[src/rtl/regfile_port_scheduler.sv]
// Schedules the register file's single write port and paired read port between
// writeback (writes) and decode (two-operand reads), returning operands on a valid/ready channel.
module regfile_port_scheduler #(
    parameter int unsigned STARVE_LIMIT = 4
) (
    input  logic        clk,
    input  logic        reset_n,
    input  logic        wr_valid,
    output logic        wr_ready,
    input  logic [4:0]  wr_address,
    input  logic [31:0] wr_data,
    input  logic        rd_valid,
    output logic        rd_ready,
    input  logic [4:0]  rd_address1,
    input  logic [4:0]  rd_address2,
    output logic        rd_resp_valid,
    input  logic        rd_resp_ready,
    output logic [31:0] rd_data1,
    output logic [31:0] rd_data2,
    output logic [4:0]  rf_read_address1,
    output logic [4:0]  rf_read_address2,
    output logic [4:0]  rf_write_address,
    output logic [31:0] rf_write_data,
    output logic        rf_write_enable,
    input  logic [31:0] rf_read_data1,
    input  logic [31:0] rf_read_data2
);

    typedef enum logic [1:0] {
        IDLE,
        FETCH,
        RESP
    } state_t;

    localparam logic [3:0] LIMIT = 4'(STARVE_LIMIT);

    state_t      state;
    logic [3:0]  starve_cnt;
    logic [4:0]  lat_addr1;
    logic [4:0]  lat_addr2;
    logic [31:0] data1_q;
    logic [31:0] data2_q;

    logic issue_window;
    logic wr_consumes;
    logic rd_accept;
    logic wr_accept;
    logic starve_inc;

    // NOTE: every signal gets a value before any condition, so no path leaves one unassigned (no latch).
    always_comb begin
        issue_window = 1'b0;
        wr_consumes  = 1'b0;
        rd_accept    = 1'b0;
        wr_accept    = 1'b0;
        starve_inc   = 1'b0;

        issue_window = (state == IDLE) || ((state == RESP) && rd_resp_ready);
        // A write to x0 never touches the port, so it cannot block a read.
        wr_consumes  = wr_valid && (wr_address != 5'd0);
        rd_accept    = issue_window && rd_valid && (!wr_consumes || (starve_cnt == LIMIT));
        wr_accept    = wr_valid && !(rd_accept && wr_consumes);
        starve_inc   = issue_window && rd_valid && wr_consumes && (starve_cnt != LIMIT);
    end

    assign wr_ready         = wr_accept;
    assign rd_ready         = rd_accept;
    assign rd_resp_valid    = (state == RESP);
    assign rd_data1         = data1_q;
    assign rd_data2         = data2_q;
    assign rf_write_enable  = wr_accept && wr_consumes;
    assign rf_write_address = wr_address;
    assign rf_write_data    = wr_data;
    assign rf_read_address1 = rd_accept ? rd_address1 : lat_addr1;
    assign rf_read_address2 = rd_accept ? rd_address2 : lat_addr2;

    // NOTE: sequential state uses non-blocking assignments so all registers update from pre-edge values.
    always_ff @(posedge clk or negedge reset_n) begin
        if (!reset_n) begin
            state      <= IDLE;
            starve_cnt <= 4'd0;
            lat_addr1  <= 5'd0;
            lat_addr2  <= 5'd0;
            data1_q    <= 32'd0;
            data2_q    <= 32'd0;
        end else begin
            if (rd_accept) begin
                lat_addr1  <= rd_address1;
                lat_addr2  <= rd_address2;
                starve_cnt <= 4'd0;
            end else if (starve_inc) begin
                starve_cnt <= starve_cnt + 4'd1;
            end

            case (state)
                IDLE: begin
                    if (rd_accept) state <= FETCH;
                end
                FETCH: begin
                    // Read registers were loaded in the issue cycle and frozen by any write since.
                    data1_q <= rf_read_data1;
                    data2_q <= rf_read_data2;
                    state   <= RESP;
                end
                RESP: begin
                    if (rd_resp_ready) state <= rd_accept ? FETCH : IDLE;
                end
                default: state <= IDLE;
            endcase
        end
    end

endmodule

[config.mk]
export PLATFORM = sky130hd
export DESIGN_NAME = regfile_port_scheduler
export DESIGN_NICKNAME = d
export VERILOG_FILES = /design/src/rtl/regfile_port_scheduler.sv
export SDC_FILE = /design/constraint.sdc
export NUM_CORES = 1
export LEC_CHECK = 0
export CORE_ASPECT_RATIO = 0.75
export CORE_MARGIN = 1
export CORE_UTILIZATION = 36
export CTS_CLUSTER_DIAMETER = 100
export DETAILED_ROUTE_END_ITERATION = 6
export PLACE_DENSITY_LB_ADDON = 0.05
export SYNTH_ARGS = -nofsm -noshare
export SYNTH_HDL_FRONTEND = slang
export SYNTH_SLANG_ARGS = --single-unit
[constraint.sdc]
create_clock -name clk -period 2.7 [get_ports clk]
set_clock_uncertainty 0.15 [all_clocks]
set_input_delay 0.54 -clock clk [delete_from_list [all_inputs] [get_ports clk]]
set_output_delay 0.54 -clock clk [all_outputs]
set_load 0.01 [all_outputs]
Word level (Yosys, flattened, before mapping)
Index checks and enable logic that the tools add are counted.
{ "classes": {"mul": 0, "n_eq_ne": 6, "magnitude_cmp": 0, "muxes": 8, "n_div": 0, "n_addsub": 1, "bitwise": 0, "n_reduce_logical": 17, "shifts": 0} }
{ "op_table": {"columns": ["cell", "count"], "rows": [
  ["5-bit two-way mux", 2],
  ["1-bit logical AND", 9],
  ["4-bit two-way mux", 2],
  ["2-bit case mux with 3 select lines", 1],
  ["5-bit nonzero test", 1],
  ["4-bit by 1-bit adder with 4-bit output (second input constant)", 1],
  ["4-bit by 3-bit == test with 1-bit output (second input constant)", 1],
  ["2-bit two-way mux", 2],
  ["4-bit by 3-bit != test with 1-bit output (second input constant)", 1],
  ["2-bit by 1-bit == test with 1-bit output (second input constant)", 1],
  ["2-bit == test (second input constant)", 1],
  ["1-bit logical NOT", 2],
  ["2-bit logical NOT", 1],
  ["1-bit logical OR", 2],
  ["2-bit by 1-bit != test with 1-bit output (second input constant)", 1],
  ["2-bit != test (second input constant)", 1],
  ["2-bit AND reduction", 1],
  ["2-bit nonzero test", 1],
  ["1-bit two-way mux", 1]
]} }
{ "word_totals": {"out_inout_bits": 115, "word_cells": 38, "mem_bits_ro": 0, "latchBits": 0, "inputBits": 116, "ram_bits": 0, "mem_count": 0, "ff_bits": 80} }

Depth between registers and ports, before layout
Gate-level depths: netlist of run 1.
{ "depth": {"word_depth": 9, "ltp_mapped": 7} }

Worst setup path before layout of run 1
OpenSTA, ideal clock, no wires.
{ "synth_timing": {"path_kind": "input port to output port", "startpoint": "input wr_address[0]", "endpoint": "output rf_read_address1[0]", "path_slack_ns": 0.160, "path_stages": 5, "t_arrival_ns": 1.850, "required_ns": 2.010, "path_cell_list": "or4_4 -> o211ai_4 -> nand2_4 -> buf_6 -> mux2_4"} }
{ "synth_between": {"elab_chain_cells": 6} }
{ "synth_rtl": {"columns": ["item", "line_no", "text"], "rows": [
  ["start, declared", "10", "input logic [4:0] wr_address,"],
  ["5-bit nonzero test", "60", "wr_consumes = wr_valid && (wr_address != 5'd0);"],
  ["1-bit logical AND", "60", null],
  ["1-bit logical NOT", "61", "rd_accept = issue_window && rd_valid && (!wr_consumes || (starve_cnt == LIMIT));"],
  ["1-bit logical OR", "61", null],
  ["1-bit logical AND", "61", null],
  ["5-bit two-way mux", null, null],
  ["end, declared", "20", "output logic [4:0] rf_read_address1,"]
]} }
No other way between the ends.

Worst setup path after layout of run 1
{ "layout_timing": {"startpoint": "input wr_address[2]", "endpoint": "output rf_read_address1[0]"} }
Same word-level chain as after synthesis.

==> results.toml, run 1 <==
[routing]
route.detailed.drc = 0
routed_wl_um = 7760
ant_nets = 0
vias_per_cell = 4.40
dr.pass1.iters = 4
vias = 2266
drtIter0Drc = 63
wl_per_cell_um = 15.1

[synthesis]
yosysMostFrequentCell = "dfrtp_1"
yosys.area.top_type = "dfrtp_1"
synth_warnings = 0
synthFlopType = "dfrtp_1"
synth_seq_cells = 80
synth_edf_count = 0
async_reset_ff_share_pct = 100
yosysUniqueCellTypes = 27
synthTopCellsByCount = "80 x dfrtp_1, 66 x mux2_2, 37 x buf_4"
synth_nets = 349
avgSynthCellArea_um2 = 14.8
synthTopCellsByArea = "dfrtp_1 59%, mux2_2 22%, buf_4 8.1%"
ys_seq_area_share_pct = 58.7
synth_top_area_share_pct = 58.7
syn_inst = 231
netlist_area_mm2 = 0.00341

[power]
power.leakage_nw = 2.35
vdd_drop_max_v = 0.000469
power_density_mw_per_mm2 = 921

[finish]
antenna_cells = 0
final_util_pct = 59.8
syn_to_final_growth_pct = 59.7
fin_nets = 500
layout-drive-gt1-share_pct = 33.1

[global_routing]
grt_pass1_vias = 2312
grt_use_total_pct = 16.2
grt_pass1_wl_um = 12000
antenna_found_initial = 0
grt_max_degree = 42
overflow = 0

[sta]
finalHoldViolations = 0
worst_pin_slew_ns = 0.521
setup_tns_ns = -0.982
finalWorstSetupSlack_ns = -0.128
setup_viol = 10
rsz0062_at_grt = "yes"
slew_viol_final = 0
period_needed_ns = 2.83
max_clock_freq_ghz = 0.354
fin_crit_sh_pct = 105
slew_headroom_pct = 65.2

[setup_path]
r2r-start = "starve_cnt[1]"
crit_path_max_fanout = 5
startpoint_type = "primary input"
end_kind = "output pin"
worstSetupPathType = "primary input to output pin"
r2r_cells = 8
reg2reg_slack_ns = 0.85
path_cells = "buf_6, or4_4, o211ai_4, nand2_4, buf_6, mux2_4, buf_6"
cp.required_ns = 2.01
cpMaxStageDelayCell = "or4_4"
crit_top_cell = "buf_6"
r2r_end = "lat_addr2[2]"
crit_arrival_ns = 2.14
slowest_delay_ns = 0.54

[status]
violations = "setup timing"
status = "complete, but fails checks"

[cts]
path_clk_slew_ns = 0.06
cts_root_buf = "clkbuf_16"
htreeDepth = 3
cts_buffers = 9
hold_buffers = 0
numClockSinks = 80
cts_buffer_depth = 2
cts_tree = "built"
clkLatencyLatePin_ns = 0.33

[place]
numPortBuffers = 166
gp_congestion = 0.733
place_hpwl_um = 5540
pre_cts_ws_ns = -0.739

[die]
die_w_um = 114
dieHeight_um = 86.3
die_area_mm2 = 0.00988
start_util_pct = 37.4
rows = 30
io_pins = 231
core_area_mm2 = 0.00912

[hold_path]
min_path_type = "primary input to asynchronous set/reset pin"

[job]
cap_violations = 0
stage by stage:
| stage | hold slack [ns] | total power [mW] | std cells | area [um^2] |
|---|---|---|---|---|
| 5_1_grt | 0.0660 | 5.29 | 515 | 5450 |
| 4_1_cts | 0.0487 | 5.09 | 515 | 5450 |
| 3_5_place_dp | 0.330 | 3.60 | 490 | 5000 |
| 2_1_floorplan | 0.0944 | 2.57 | 231 | 3410 |
| 6_report | 0.0348 | 5.02 | 515 | 5450 |
| 3_3_place_gp | 0.334 | 3.58 | 490 | 5000 |
area by class of cell:
class	count	area, um^2
flip-flops and latches	80	2000
inverters	4	15.0
repair buffers	184	1830
fillers	770	3670
well taps	128	160
multi-input cells	103	1090
clock buffers	11	253
clock inverters	5	103
cells in the final DEF (no fill, tap or decap), types with 2 or more instances in the layout:
master,count
buf_2,2
inv_1,4
mux2_4,8
nand3b_1,2
dlygate4sd2_1,2
nor2_1,3
clkbuf_16,9
buf_4,12
nand2_1,2
nand2_4,2
ha_1,2
dfrtp_1,80
clkbuf_8,2
bufinv_16,3
buf_6,17
o21ai_0,4
clkdlybuf4s50_1,149
mux2_2,66
state kept, by name, summed over array words and instances, names as in the netlist:
signal      count
starve_cnt      4
lat_addr1       5
rd_data1       32
lat_addr2       5
state           2
rd_data2       32
cell families (layout without fill, tap and decap cells):
| group | Yosys count | count (layout) | synth area share [%] |
|---|---|---|---|
| adder cells (fa/ha/maj) | 2 | 2 | 0.733 |
| multiplexers | 74 | 74 | 25.3 |
| flip-flops | 80 | 80 | 58.7 |
| buffers and inverters | 49 | 204 | 9.86 |
| AND/OR/NAND/NOR | 16 | 17 | 3.08 |
| AO/OA/AOI/OAI | 10 | 10 | 2.38 |
critical path: cells and delay by family:
kind            cells  cell delay, ns
compound gates      1            0.27
buf+inv             3            0.35
mux                 1            0.30
simple gates        2            0.67
what timing repair did:
action / in CTS / in global routing
pin swaps: 4 / 4
cloned: 1 / 0
resized for setup: 74 / 1
buffers inserted: 8 / 0
endpoints found under the hold margin: 0 / 0
endpoints found under the setup margin: 13 / 12
power by group:
group          internal, mW  switching, mW  total [mW]
logic                  1.17          0.630        1.80
registers              1.61          0.194        1.81
clock network         0.951          0.461        1.41
worst max-delay path by stage:
stage | start | endpoint | slack (ns) | depth (start not counted)
global placement | wr_address[0] | rf_read_address1[1] | -0.72 | 6
floorplan | wr_address[0] | rf_read_address1[0] | 0.16 | 5
detailed placement | wr_address[0] | rf_read_address1[1] | -0.74 | 6
CTS | wr_address[4] | rf_read_address1[0] | -0.16 | 7
global route | wr_address[2] | rf_read_address1[0] | -0.18 | 7
finish | wr_address[2] | rf_read_address1[0] | -0.13 | 7
metal layers:
metal	global-route usage, %	share of wire, %
met4	6.14	1.3
met5	0	0
met2	24.7	45
met1	19.1	41
met3	9.02	13
Power figures use the tool's default switching activity.
==> inputs of run 2 (changes only) <==
Settings changed: GPL_ROUTABILITY_DRIVEN set to 0, GPL_TIMING_DRIVEN set to 0, HOLD_SLACK_MARGIN set to 0.05.
==> results.toml, run 2 (synthesized netlist as in run 1, its figures left out) <==
[status]
status = "complete, but fails checks"
violations = "setup timing"

[sta]
slew_viol_final = 0
finalHoldViolations = 0
slew_headroom_pct = 62.6
worst_pin_slew_ns = 0.561
finalWorstSetupSlack_ns = -0.0967
setup_viol = 9
rsz0062_at_grt = "yes"
period_needed_ns = 2.80
max_clock_freq_ghz = 0.358
fin_crit_sh_pct = 104

[global_routing]
grt_pass1_vias = 2659
grt_pass1_wl_um = 13100
grt_max_degree = 45
grt_use_total_pct = 17.6
antenna_found_initial = 0
overflow = 0

[cts]
clkLatencyLatePin_ns = 0.33
cts_tree = "built"
cts_root_buf = "clkbuf_16"
cts_buffer_depth = 2
path_clk_slew_ns = 0.06
cts_buffers = 9
htreeDepth = 3
numClockSinks = 80

[hold_path]
min_path_type = "register to register"

[setup_path]
end_kind = "output pin"
startpoint_type = "primary input"
worstSetupPathType = "primary input to output pin"
crit_arrival_ns = 2.11
slowest_delay_ns = 0.54
cp.required_ns = 2.01
cpMaxStageDelayCell = "or4_4"
path_cells = "buf_6, or4_4, o211ai_4, nand2_4, buf_12, mux2_4, buf_6"
crit_path_max_fanout = 5
crit_top_cell = "buf_6"

[routing]
wl_met1_um = 3400
routed-wl-met2_um = 4150
vias = 2577
wl_per_cell_um = 14.7
drtIter0Drc = 61
route.detailed.drc = 0
routed_wl_um = 8610
ant_nets = 0
top_layer_used = "met4"
vias_per_cell = 4.41
wl_met3_um = 990
dr.pass1.iters = 5

[place]
placed_area_mm2 = 0.00558
place_hpwl_um = 6430
numPortBuffers = 198
pre_cts_ws_ns = -0.842
dp_cells = 558

[job]
cap_violations = 0

[die]
start_util_pct = 37.4
core_area_mm2 = 0.00912
dieHeight_um = 86.3
rows = 30
die_w_um = 114
io_pins = 231
die_area_mm2 = 0.00988

[finish]
final_cell_mix = "180 x clkdlybuf4s50_1, 80 x dfrtp_1, 66 x mux2_2"
instances_no_fill = 585
final_util_pct = 66.4
fin_area_mm2 = 0.00605
layout-drive-gt1-share_pct = 35.7
fin_nets = 571
syn_to_final_growth_pct = 77.3
antenna_cells = 0
layout_commonest_cell = "clkdlybuf4s50_1"

[power]
power.leakage_nw = 2.65
power_density_mw_per_mm2 = 840
vdd_drop_max_v = 0.000475
run 2: final timing paths:
kind / cells past startpoint / to / startpoint / slack, ns
setup / recovery: 7 / rf_read_address1[0] / wr_address[3] / -0.1
hold / removal: 1 / lat_addr1[4] / lat_addr1[4] / 0.35
setup reg to reg: 4 / rd_data2[4] / state[1] / 0.78
hold reg to reg: 1 / lat_addr1[4] / lat_addr1[4] / 0.35
max in group asynchronous: 3 / starve_cnt[2] / reset_n / 1.24
min in group asynchronous: 2 / rd_data1[26] / reset_n / 0.57
run 2: critical path, delay by kind of cell:
| family | cells | cell delay, ns |
|---|---|---|
| buffers and inverters | 3 | 0.37 |
| and+or+nand+nor | 2 | 0.66 |
| muxes | 1 | 0.31 |
| AOI/OAI and AO/OA | 1 | 0.22 |
run 2: cell type report:
| type | instances | area [um^2] |
|---|---|---|
| inverters | 4 | 15.0 |
| multi-input cells | 102 | 1090 |
| repair buffers | 211 | 2120 |
| clock inverters | 5 | 106 |
| fillers | 722 | 3070 |
| plain buffers | 45 | 330 |
| clock buffers | 10 | 229 |
| flip-flops and latches | 80 | 2000 |
| well taps | 128 | 160 |
run 2: timing repair:
item	4_1_cts	5_1_grt
resized for setup	69	5
cloned	1	0
pin swaps	5	4
setup endpoints to repair	13	12
hold buffers	1	0
endpoints found under the hold margin	36	0
buffers inserted	6	4
run 2: power breakdown:
group	switching [mW]	leakage (nW)	total (mW)	internal, mW
logic	0.668	1.55	1.91	1.25
clock network	0.465	0.159	1.36	0.900
registers	0.194	0.941	1.81	1.61
run 2: layer usage:
metal,GRT usage [%],up-vias
met5,0,-
met4,5.31,0
met3,8.74,7
met2,29.8,139
met1,19.6,1226
li1,-,1205
run 2: per-stage QoR:
stage / power (mW) / hold slack (ns) / setup TNS (ns)
final: 5.09 / 0.346 / -0.747
after global routing: 5.35 / 0.359 / -1.11
after CTS: 5.13 / 0.351 / -1.08
after detailed placement: 3.71 / 0.328 / -9.22
after global placement: 3.67 / 0.329 / -169.87
after floorplan: 2.57 / 0.0944 / 0
==> inputs of run 3 (changes only) <==
Settings changed: CORE_UTILIZATION 36 to 38.
Clock period 2.7 ns to 3.25 ns, I/O delays scaled along.
==> results.toml, run 3 (synthesized netlist as in run 1, its figures left out) <==
[finish]
final_cell_mix = "182 x clkdlybuf4s50_1, 80 x dfrtp_1, 66 x mux2_2"
instances_no_fill = 559
syn_to_final_growth_pct = 73.5
layout-drive-gt1-share_pct = 33.5
fill_cells = 668
fin_area_mm2 = 0.00592
fin_nets = 564
layout_commonest_cell = "clkdlybuf4s50_1"
antenna_cells = 0

[cts]
numClockSinks = 80
htreeDepth = 3
clkLatencyLatePin_ns = 0.32
path_clk_slew_ns = 0.05
cts_tree = "built"
cts_buffers = 9
cts_buffer_depth = 2
cts_root_buf = "clkbuf_16"

[routing]
dr.pass1.iters = 6
top_layer_used = "met4"
routed_wl_um = 8460
wl_per_cell_um = 15.1
vias = 2545
vias_per_cell = 4.55
drtIter0Drc = 73
wl_met1_um = 3230
ant_nets = 0
routed-wl-met2_um = 4420
route.detailed.drc = 15
wl_met3_um = 768

[power]
vdd_drop_max_v = 0.000448
power_mw = 4.06
power.leakage_nw = 2.59
power_density_mw_per_mm2 = 686

[setup_path]
cp.required_ns = 2.45
reg2reg_slack_ns = 1.38
crit_arrival_ns = 2.38
startpoint_type = "primary input"
crit_path_max_fanout = 5
worstSetupPathType = "primary input to output pin"
path_cells = "dlygate4sd2_1, or4_4, o211ai_4, nand2_4, buf_12, mux2_4, buf_6"
cp.depth = 7
slowest_delay_ns = 0.57
cp_top_family = "simple AND/OR/NAND/NOR gates"
path_buf_inv = 3
cpMaxStageDelayCell = "or4_4"
end_kind = "output pin"
r2r-start = "state[0]"
r2r_end = "rd_data2[27]"
r2r_cells = 4

[global_routing]
grt_max_degree = 69
antenna_found_initial = 0
overflow = 0
grt_use_total_pct = 19.3
grt_pass1_vias = 2744
grt_pass1_wl_um = 13900

[sta]
rsz0062_at_grt = "no"
finalHoldViolations = 0
setup_viol = 0
slew_headroom_pct = 64.0
finalWorstSetupSlack_ns = 0.0657
fin_crit_sh_pct = 98.0
period_needed_ns = 3.18
worst_pin_slew_ns = 0.541
max_clock_freq_ghz = 0.314
slew_viol_final = 0

[status]
status = "complete, but fails checks"
violations = "DRC"

[hold_path]
holdPathStages = 1
min_path_type = "register to register"
hold_path.startpoint = "lat_addr2[4]"
min_to = "lat_addr2[4]"

[place]
placed_area_mm2 = 0.00556
numPortBuffers = 198
place_hpwl_um = 6580
pre_cts_ws_ns = -0.509
dp_cells = 538

[die]
io_pins = 231
dieHeight_um = 84.1
core_area_mm2 = 0.00860
die_w_um = 111
rows = 29
die_area_mm2 = 0.00937
start_util_pct = 39.7

[job]
cap_violations = 0
==> run 3: cell count changes in the layout (fill, tap and decap cells not counted), sizes merged <==
cell | previous run | this run
dlygate4sd2 | 1 | 5
dlymetal6s2s | 1 | 0
clkdlybuf4s50 | 180 | 182
clkinv | 1 | 3
clkbuf | 12 | 13
bufinv | 3 | 1
clkdlybuf4s15 | 3 | 1
buf | 68 | 58
==> run 3: repair_timing <==
item                                    CTS  global route
cloned                                    1             0
setup buffers                             2             1
pin swaps                                 3             1
endpoints found under the hold margin    12             0
gates resized for setup                  54             1
endpoints found under the setup margin   12            10
hold buffers                              1             0
==> run 3: how the worst max path moves through the flow <==
stage / end / from
4_1_cts: rf_read_address1[1] / wr_address[4]
3_5_place_dp: rf_read_address1[2] / wr_address[0]
2_1_floorplan: rf_read_address1[0] / wr_address[0]
6_report: rf_read_address1[1] / wr_address[4]
5_1_grt: rf_read_address1[0] / wr_address[4]
3_3_place_gp: rd_data1[3] / reset_n
==> run 3: stage by stage <==
stage | hold slack (ns) | utilization, % | setup TNS (ns)
5_1_grt | 0.363 | 68.9 | 0
2_1_floorplan | 0.204 | - | 0
3_3_place_gp | 0.328 | 64.3 | -127.58
6_report | 0.347 | 68.9 | 0
4_1_cts | 0.351 | 68.8 | 0
3_5_place_dp | 0.330 | 64.6 | -5.08
==> run 3: per-layer routing <==
layer	track usage (%)	vias up
met3	7.92	4
met5	0	-
met4	4.79	0
li1	-	1187
met2	34.0	129
met1	21.6	1225
==> run 3: power by group <==
group | internal [mW] | switching, mW
Clock | 0.614 | 0.375
Sequential | 1.34 | 0.162
Combinational | 1.02 | 0.547
Total | 2.98 | 1.08
==> run 3: cell type report <==
type	count	area [um^2]	area share (%)
multi-input cells	102	1070	18.1
flip-flops and latches	80	2000	33.8
inverters	4	15.0	0.254
clock inverters	5	56.3	0.951
plain buffers	45	330	5.58
repair buffers	204	2070	34.9
well taps	108	135	2.28
clock buffers	11	243	4.10
